**src/rtl/dcache_refill_engine.sv**
```systemverilog
// Data-cache line refill engine: optional dirty-victim write-back, then word-by-word line fetch.
// Latency: done pulse 1+LINE_WORDS cycles (clean) or 1+2*LINE_WORDS cycles (dirty) after accept with ack held high.
// Backpressure: each word's address/data is held until mem_ack_i; busy_o stalls the pipeline from the miss cycle through DONE.
module dcache_refill_engine #(
    parameter int LINE_WORDS = 4,
    parameter int ADDR_W     = 32
) (
    input  logic                     clk_i,
    input  logic                     rst_i,
    input  logic                     miss_req_i,
    input  logic [ADDR_W-1:0]        miss_addr_i,
    input  logic                     dirty_i,
    input  logic [ADDR_W-1:0]        victim_addr_i,
    input  logic [32*LINE_WORDS-1:0] victim_data_i,
    output logic [32*LINE_WORDS-1:0] refill_data_o,
    output logic                     refill_done_o,
    output logic                     busy_o,
    output logic                     mem_req_o,
    output logic                     mem_we_o,
    output logic [ADDR_W-1:0]        mem_addr_o,
    output logic [31:0]              mem_wdata_o,
    input  logic                     mem_ack_i,
    input  logic [31:0]              mem_rdata_i,
    output logic [31:0]              refill_cnt_o,
    output logic [31:0]              wb_cnt_o
);

    localparam int WCNT_W = $clog2(LINE_WORDS);
    localparam int LOW_W  = WCNT_W + 2;
    localparam int LINE_W = 32 * LINE_WORDS;

    typedef enum logic [1:0] {
        IDLE = 2'd0,
        WB   = 2'd1,
        RF   = 2'd2,
        DONE = 2'd3
    } state_t;

    state_t              state, state_nxt;
    logic [WCNT_W-1:0]   wcnt, wcnt_nxt;
    logic [ADDR_W-1:0]   miss_base, victim_base;
    logic [LINE_W-1:0]   victim_line;
    logic                last_word;
    logic                accept;
    logic                unused_addr_bits;

    assign last_word = (wcnt == WCNT_W'(LINE_WORDS - 1));
    assign accept    = (state == IDLE) && miss_req_i;

    // Byte/word offset bits are dropped when the line base is captured.
    assign unused_addr_bits = ^{miss_addr_i[LOW_W-1:0], victim_addr_i[LOW_W-1:0]};

    always_ff @(posedge clk_i or posedge rst_i) begin
        if (rst_i) begin
            state <= IDLE;
            wcnt  <= '0;
        end else begin
            state <= state_nxt;
            wcnt  <= wcnt_nxt;
        end
    end

    always_comb begin
        state_nxt     = state;
        wcnt_nxt      = wcnt;
        mem_req_o     = 1'b0;
        mem_we_o      = 1'b0;
        mem_addr_o    = '0;
        mem_wdata_o   = '0;
        refill_done_o = 1'b0;
        busy_o        = 1'b1;
        case (state)
            IDLE: begin
                busy_o = miss_req_i;
                if (miss_req_i) begin
                    wcnt_nxt  = '0;
                    state_nxt = dirty_i ? WB : RF;
                end
            end
            WB: begin
                mem_req_o   = 1'b1;
                mem_we_o    = 1'b1;
                mem_addr_o  = victim_base + ADDR_W'({wcnt, 2'b00});
                mem_wdata_o = victim_line[32*wcnt +: 32];
                if (mem_ack_i) begin
                    wcnt_nxt = wcnt + 1'b1;
                    if (last_word) begin
                        state_nxt = RF;
                    end
                end
            end
            RF: begin
                mem_req_o  = 1'b1;
                mem_addr_o = miss_base + ADDR_W'({wcnt, 2'b00});
                if (mem_ack_i) begin
                    wcnt_nxt = wcnt + 1'b1;
                    if (last_word) begin
                        state_nxt = DONE;
                    end
                end
            end
            DONE: begin
                refill_done_o = 1'b1;
                state_nxt     = IDLE;
            end
            default: begin
                state_nxt = IDLE;
            end
        endcase
        // Keep the stall low while held in reset, even with a miss pending.
        if (rst_i) begin
            busy_o = 1'b0;
        end
    end

    always_ff @(posedge clk_i or posedge rst_i) begin
        if (rst_i) begin
            miss_base     <= '0;
            victim_base   <= '0;
            victim_line   <= '0;
            refill_data_o <= '0;
            refill_cnt_o  <= '0;
            wb_cnt_o      <= '0;
        end else begin
            if (accept) begin
                miss_base   <= {miss_addr_i[ADDR_W-1:LOW_W], {LOW_W{1'b0}}};
                victim_base <= {victim_addr_i[ADDR_W-1:LOW_W], {LOW_W{1'b0}}};
                victim_line <= victim_data_i;
            end
            if (state == RF && mem_ack_i) begin
                refill_data_o[32*wcnt +: 32] <= mem_rdata_i;
            end
            if (state == WB && mem_ack_i && last_word) begin
                wb_cnt_o <= wb_cnt_o + 32'd1;
            end
            if (state == DONE) begin
                refill_cnt_o <= refill_cnt_o + 32'd1;
            end
        end
    end

endmodule

```
**config.mk**
```make
export PLATFORM = sky130hd
export DESIGN_NAME = dcache_refill_engine
export DESIGN_NICKNAME = d
export VERILOG_FILES = /design/src/rtl/dcache_refill_engine.sv
export SDC_FILE = /design/constraint.sdc
export NUM_CORES = 1
export LEC_CHECK = 0
export ABC_AREA = 1
export ABC_CLOCK_PERIOD_IN_PS = 21600
export CAP_MARGIN = 20
export CELL_PAD_IN_SITES_DETAIL_PLACEMENT = 0
export CELL_PAD_IN_SITES_GLOBAL_PLACEMENT = 1
export CORE_MARGIN = 2
export CORE_UTILIZATION = 39
export DETAILED_ROUTE_END_ITERATION = 6
export PLACE_DENSITY = 0.93
export SETUP_SLACK_MARGIN = 0.3
export SYNTH_ARGS = -nofsm -noshare
export SYNTH_HDL_FRONTEND = slang
export SYNTH_SLANG_ARGS = --single-unit
export TNS_END_PERCENT = 50
```
**constraint.sdc**
```tcl
create_clock -name clk_i -period 21.6 [get_ports clk_i]
set_input_delay 2.16 -clock clk_i [delete_from_list [all_inputs] [get_ports clk_i]]
set_output_delay 2.16 -clock clk_i [all_outputs]
set_load 0.005 [all_outputs]
```
==> impl_results.md <==
- Crit end category: output port
- Total chip power: 2.76 mW
- Gate Count Post-Synth: 1843
- Most numerous cell types in the synthesized netlist: sky130_fd_sc_hd__dfrtp_1 (380), sky130_fd_sc_hd__nand2_1 (298), sky130_fd_sc_hd__o21ai_0 (277)
- Cell-internal power: 1.84 mW
- Sequential Area: 9510 µm²
- Clock sink count: 380
- Number of global-route vias before repair: 15.4k
- Cell depth of the worst flop-to-flop path: 7
- Number of vias in the routed layout: 15.3k
- Post-synthesis cell type count: 34
- Run status: finished clean
- Number of setup violations in the final report: 0
- Largest family of logic cells by synthesized area: simple AND/OR/NAND/NOR gates
- Cell area power density: 114 nW/µm²
- Area Overhead vs Synth: 38.6%
- Fill count: 3871
- Switching portion of total power: 33.5%
- Net switching power of the design: 0.924 mW
- Insertion delay of the later-clocked pin in the worst-skew pair: 0.56 ns
- Floorplan row count: 77
- Clock-pin slew of the registers on the worst-case setup and hold paths: 0.07 ns
- Area taken by multi-input logic gates: 7080 µm²
- Num CTS Buffers: 44
- Global placer's final weighted congestion: 0.894
- Worst ir drop on vdd: 0.0758 mV
- Share of layout cells above drive strength 1: 11.9%
- Pin slew with the least headroom to its limit: 1.11 ns
- Setup skew after layout: 0.0176 ns
- Gate power share: 34.5%
- Total Routing Usage GR: 23.7%
- Post-layout util: 54.9%
- Number of levels in the clock H-tree: 2
- Synthesis warning total: 0
- Sum of net half-perimeters after detailed placement: 38.2 mm
- Setup slack, reg-to-reg: 18.06 ns
- WL final: 56.0 mm
- Critical Path Stages: 4
- Share of synthesized cell area in full adder, half adder and majority cells: 1.00%
- Routed wirelength normalized by instance count: 19.2 µm
- Family of cells with the greatest summed delay on the critical path: buffers and inverters
- Total grt overflow: 0
- Most used DFF post-synth: sky130_fd_sc_hd__dfrtp_1
- Maximum fanout along the worst path: 3
- TritonCTS clock tree: done
- Die X: 216 µm
- Seq pwr share: 38.1%
- Worst hold slack across all endpoints: 0.496 ns
- Post-synth top area cell: sky130_fd_sc_hd__dfrtp_1
- Fraction of the yosys area taken by sequential cells: 54.3%
- Post-CTS setup buffer count: 0
- Final critical delay including setup and external delays: 5.64 ns
- Critical Path RT: 19.44 ns
- Top cell type's share of synthesized area: 54.3%
- Flop and latch count out of synthesis: 380
- IO Port Bufs: 478
- Critical setup path kind: input port to output port
- Die Y: 216 µm
- Hold buffer count at CTS: 0
- Portion of total power attributed to the clock network: 27.3%
- Setup repair after global routing missed its margin: false
- Area of all placed cells without fillers: 24300 µm²
- Placed instance area: 22700 µm²
- Startpoint type of the worst setup path: input port
- Pre-antenna DRT Iters: 5
- Area enclosed by the die boundary: 46600 µm²
- Crit share post-route: 26.1%
- Timing-limited maximum frequency: 177 MHz
- Slowest Stage Delay on Critical Path: 0.46 ns
- Post-synthesis mux area share: 9.90%
- Xor and xnor area share after synthesis: 1.75%
- Hold/Removal Path Class: flip-flop to flip-flop
- Initial Util: 39.6%
- Setup tns final: 0 ns
- Critical Path Slowest Stage Cell: sky130_fd_sc_hd__clkdlybuf4s50_1
- Arrival time at the worst endpoint: 3.48 ns
- Crit path cell chain: clkdlybuf4s50_1, nor2_1, nor2_1, clkdlybuf4s50_1
- Share of synthesized registers carrying an async set or reset: 100%
- Vias per cell: 5.27
- Detail Route Antenna Nets: 0
- Fin. Hold Viols: 0
- Avg Cell Area, Syn: 9.50 µm²
- Cell with the most instances after synthesis: sky130_fd_sc_hd__dfrtp_1
- Rel. slew slack: 25.6%
- Largest cells by area after synthesis: sky130_fd_sc_hd__dfrtp_1 (54%), sky130_fd_sc_hd__mux2_2 (9.8%), sky130_fd_sc_hd__o21ai_0 (7.9%), sky130_fd_sc_hd__nand2_1 (6.4%), sky130_fd_sc_hd__nor2_1 (3.7%)
- Simple-gate portion of the synthesized area: 15.2%
- Number of antenna violations at the first check in global routing: 11
- Number of nets in the final layout: 2519
- Post-Synthesis Cell Area: 17500 µm²
- I/O pin total: 489
- Iter 0 DRT Violations: 1174
- Fraction of the mapped netlist area in compound gates: 12.5%
- Count of flip-flops with a built-in enable after synthesis: 0
- Max-cap violations: 0
- Wire length of the first global-routing pass: 87.1 mm
- Root buffer selected by CTS: sky130_fd_sc_hd__clkbuf_16
- Max Buffers Root-to-Sink: 3
- Remaining DRCs: 0
- Core area: 44200 µm²
- Worst hold path stage count: 2
- CTS-repair resized insts: 0
- Number of max-slew violations in the final report: 0
- Leak pwr: 10.2 nW
- Largest net degree at the start of global routing: 130
- CP bufs+invs: 2
==> cell usage in the layout (no fill, tap or decap), types with 2 or more instances in the layout <==
| cell | n |
|---|---|
| sky130_fd_sc_hd__o211ai_1 | 32 |
| sky130_fd_sc_hd__ha_1 | 14 |
| sky130_fd_sc_hd__clkbuf_16 | 45 |
| sky130_fd_sc_hd__dfrtp_1 | 378 |
| sky130_fd_sc_hd__o21ai_1 | 20 |
| sky130_fd_sc_hd__clkbuf_1 | 12 |
| sky130_fd_sc_hd__inv_8 | 2 |
| sky130_fd_sc_hd__nand3b_1 | 12 |
| sky130_fd_sc_hd__conb_1 | 2 |
| sky130_fd_sc_hd__buf_16 | 5 |
| sky130_fd_sc_hd__nand2_1 | 297 |
| sky130_fd_sc_hd__bufinv_16 | 3 |
| sky130_fd_sc_hd__buf_4 | 17 |
| sky130_fd_sc_hd__a21oi_1 | 92 |
| sky130_fd_sc_hd__xor2_1 | 24 |
| sky130_fd_sc_hd__mux2_2 | 153 |
| sky130_fd_sc_hd__diode_2 | 9 |
| sky130_fd_sc_hd__inv_6 | 2 |
| sky130_fd_sc_hd__clkbuf_8 | 10 |
| sky130_fd_sc_hd__o21ai_0 | 277 |
| sky130_fd_sc_hd__nand3_2 | 4 |
| sky130_fd_sc_hd__clkinv_2 | 4 |
| sky130_fd_sc_hd__nor2_2 | 7 |
| sky130_fd_sc_hd__nor2_4 | 6 |
| sky130_fd_sc_hd__nand2_4 | 3 |
| sky130_fd_sc_hd__nand4_1 | 16 |
| sky130_fd_sc_hd__clkinvlp_4 | 2 |
| sky130_fd_sc_hd__nor2_1 | 174 |
| sky130_fd_sc_hd__nand3_1 | 87 |
| sky130_fd_sc_hd__inv_1 | 101 |
| sky130_fd_sc_hd__clkdlybuf4s50_1 | 477 |
| sky130_fd_sc_hd__xnor2_1 | 11 |
| sky130_fd_sc_hd__nor3_1 | 6 |
| sky130_fd_sc_hd__inv_2 | 5 |
==> logic make-up after synthesis <==
group | count (synthesis)
xor gates and xnor gates | 35
and+or+nand+nor | 617
adders and majority gates | 14
AOI/OAI and AO/OA | 421
muxes | 154
other | 1
buffers and inverters | 221
DFF | 380
==> tightest hold or removal path, stage by stage (launching register included) <==
cell                      delay, ns
sky130_fd_sc_hd__dfrtp_1       0.37
sky130_fd_sc_hd__nand2_1       0.06
sky130_fd_sc_hd__nand2_1       0.04
==> flip-flops by register name (all words and copies together), names as in the netlist <==
signal	count
wb_cnt_o	32
miss_base	28
refill_data_o	128
victim_base	28
victim_line	128
wcnt	2
refill_cnt_o	32
state	2
==> area by class of cell <==
| type | instances | share of cell area, % |
|---|---|---|
| tap | 592 | 3.05 |
| clock buffer | 67 | 5.39 |
| sequential | 380 | 39.2 |
| multi-input combinational | 1243 | 29.2 |
| antenna | 9 | 0.0928 |
| clock inverter | 12 | 0.634 |
| inverter | 107 | 1.69 |
| timing repair buffer | 500 | 20.8 |
==> worst paths after layout <==
check                                              start                       endpoint
worst max-delay path                          miss_req_i                         busy_o
worst min-delay path            wb_cnt_o[31]$_DFFE_PP0P_       wb_cnt_o[31]$_DFFE_PP0P_
worst max register to register       wcnt[0]$_DFFE_PP0P_  refill_data_o[65]$_DFFE_PP0P_
worst min register to register  wb_cnt_o[31]$_DFFE_PP0P_       wb_cnt_o[31]$_DFFE_PP0P_
max in group asynchronous                          rst_i    refill_cnt_o[3]$_DFFE_PP0P_
min in group asynchronous                          rst_i     victim_base[8]$_DFFE_PP0P_
==> power groups by stage <==
| stage | combinational, mW | clock (mW) | sequential (mW) |
|---|---|---|---|
| 2_1_floorplan | 0.572 | 0 | 1.02 |
| 3_3_place_gp | 0.913 | 0 | 1.05 |
| 3_5_place_dp | 0.947 | 0 | 1.06 |
| 4_1_cts | 0.954 | 0.774 | 1.05 |
| 5_1_grt | 1.04 | 0.802 | 1.08 |
| 6_report | 0.953 | 0.754 | 1.05 |
==> per-stage QoR <==
stage,setup slack (ns),instances
finish,15.96,2910
CTS,15.96,2897
global route,15.82,2909
global placement,15.84,2817
floorplan,8.88,1844
detailed placement,15.80,2818
==> metal layers <==
metal	track usage (%)	vias up	share of wire [%]
li1	-	7053	-
met1	28.8	7473	39
met5	0	-	0.075
met3	5.92	122	8.4
met4	10.7	6	3.6
met2	39.8	674	49
Power figures use the tool's default switching activity.
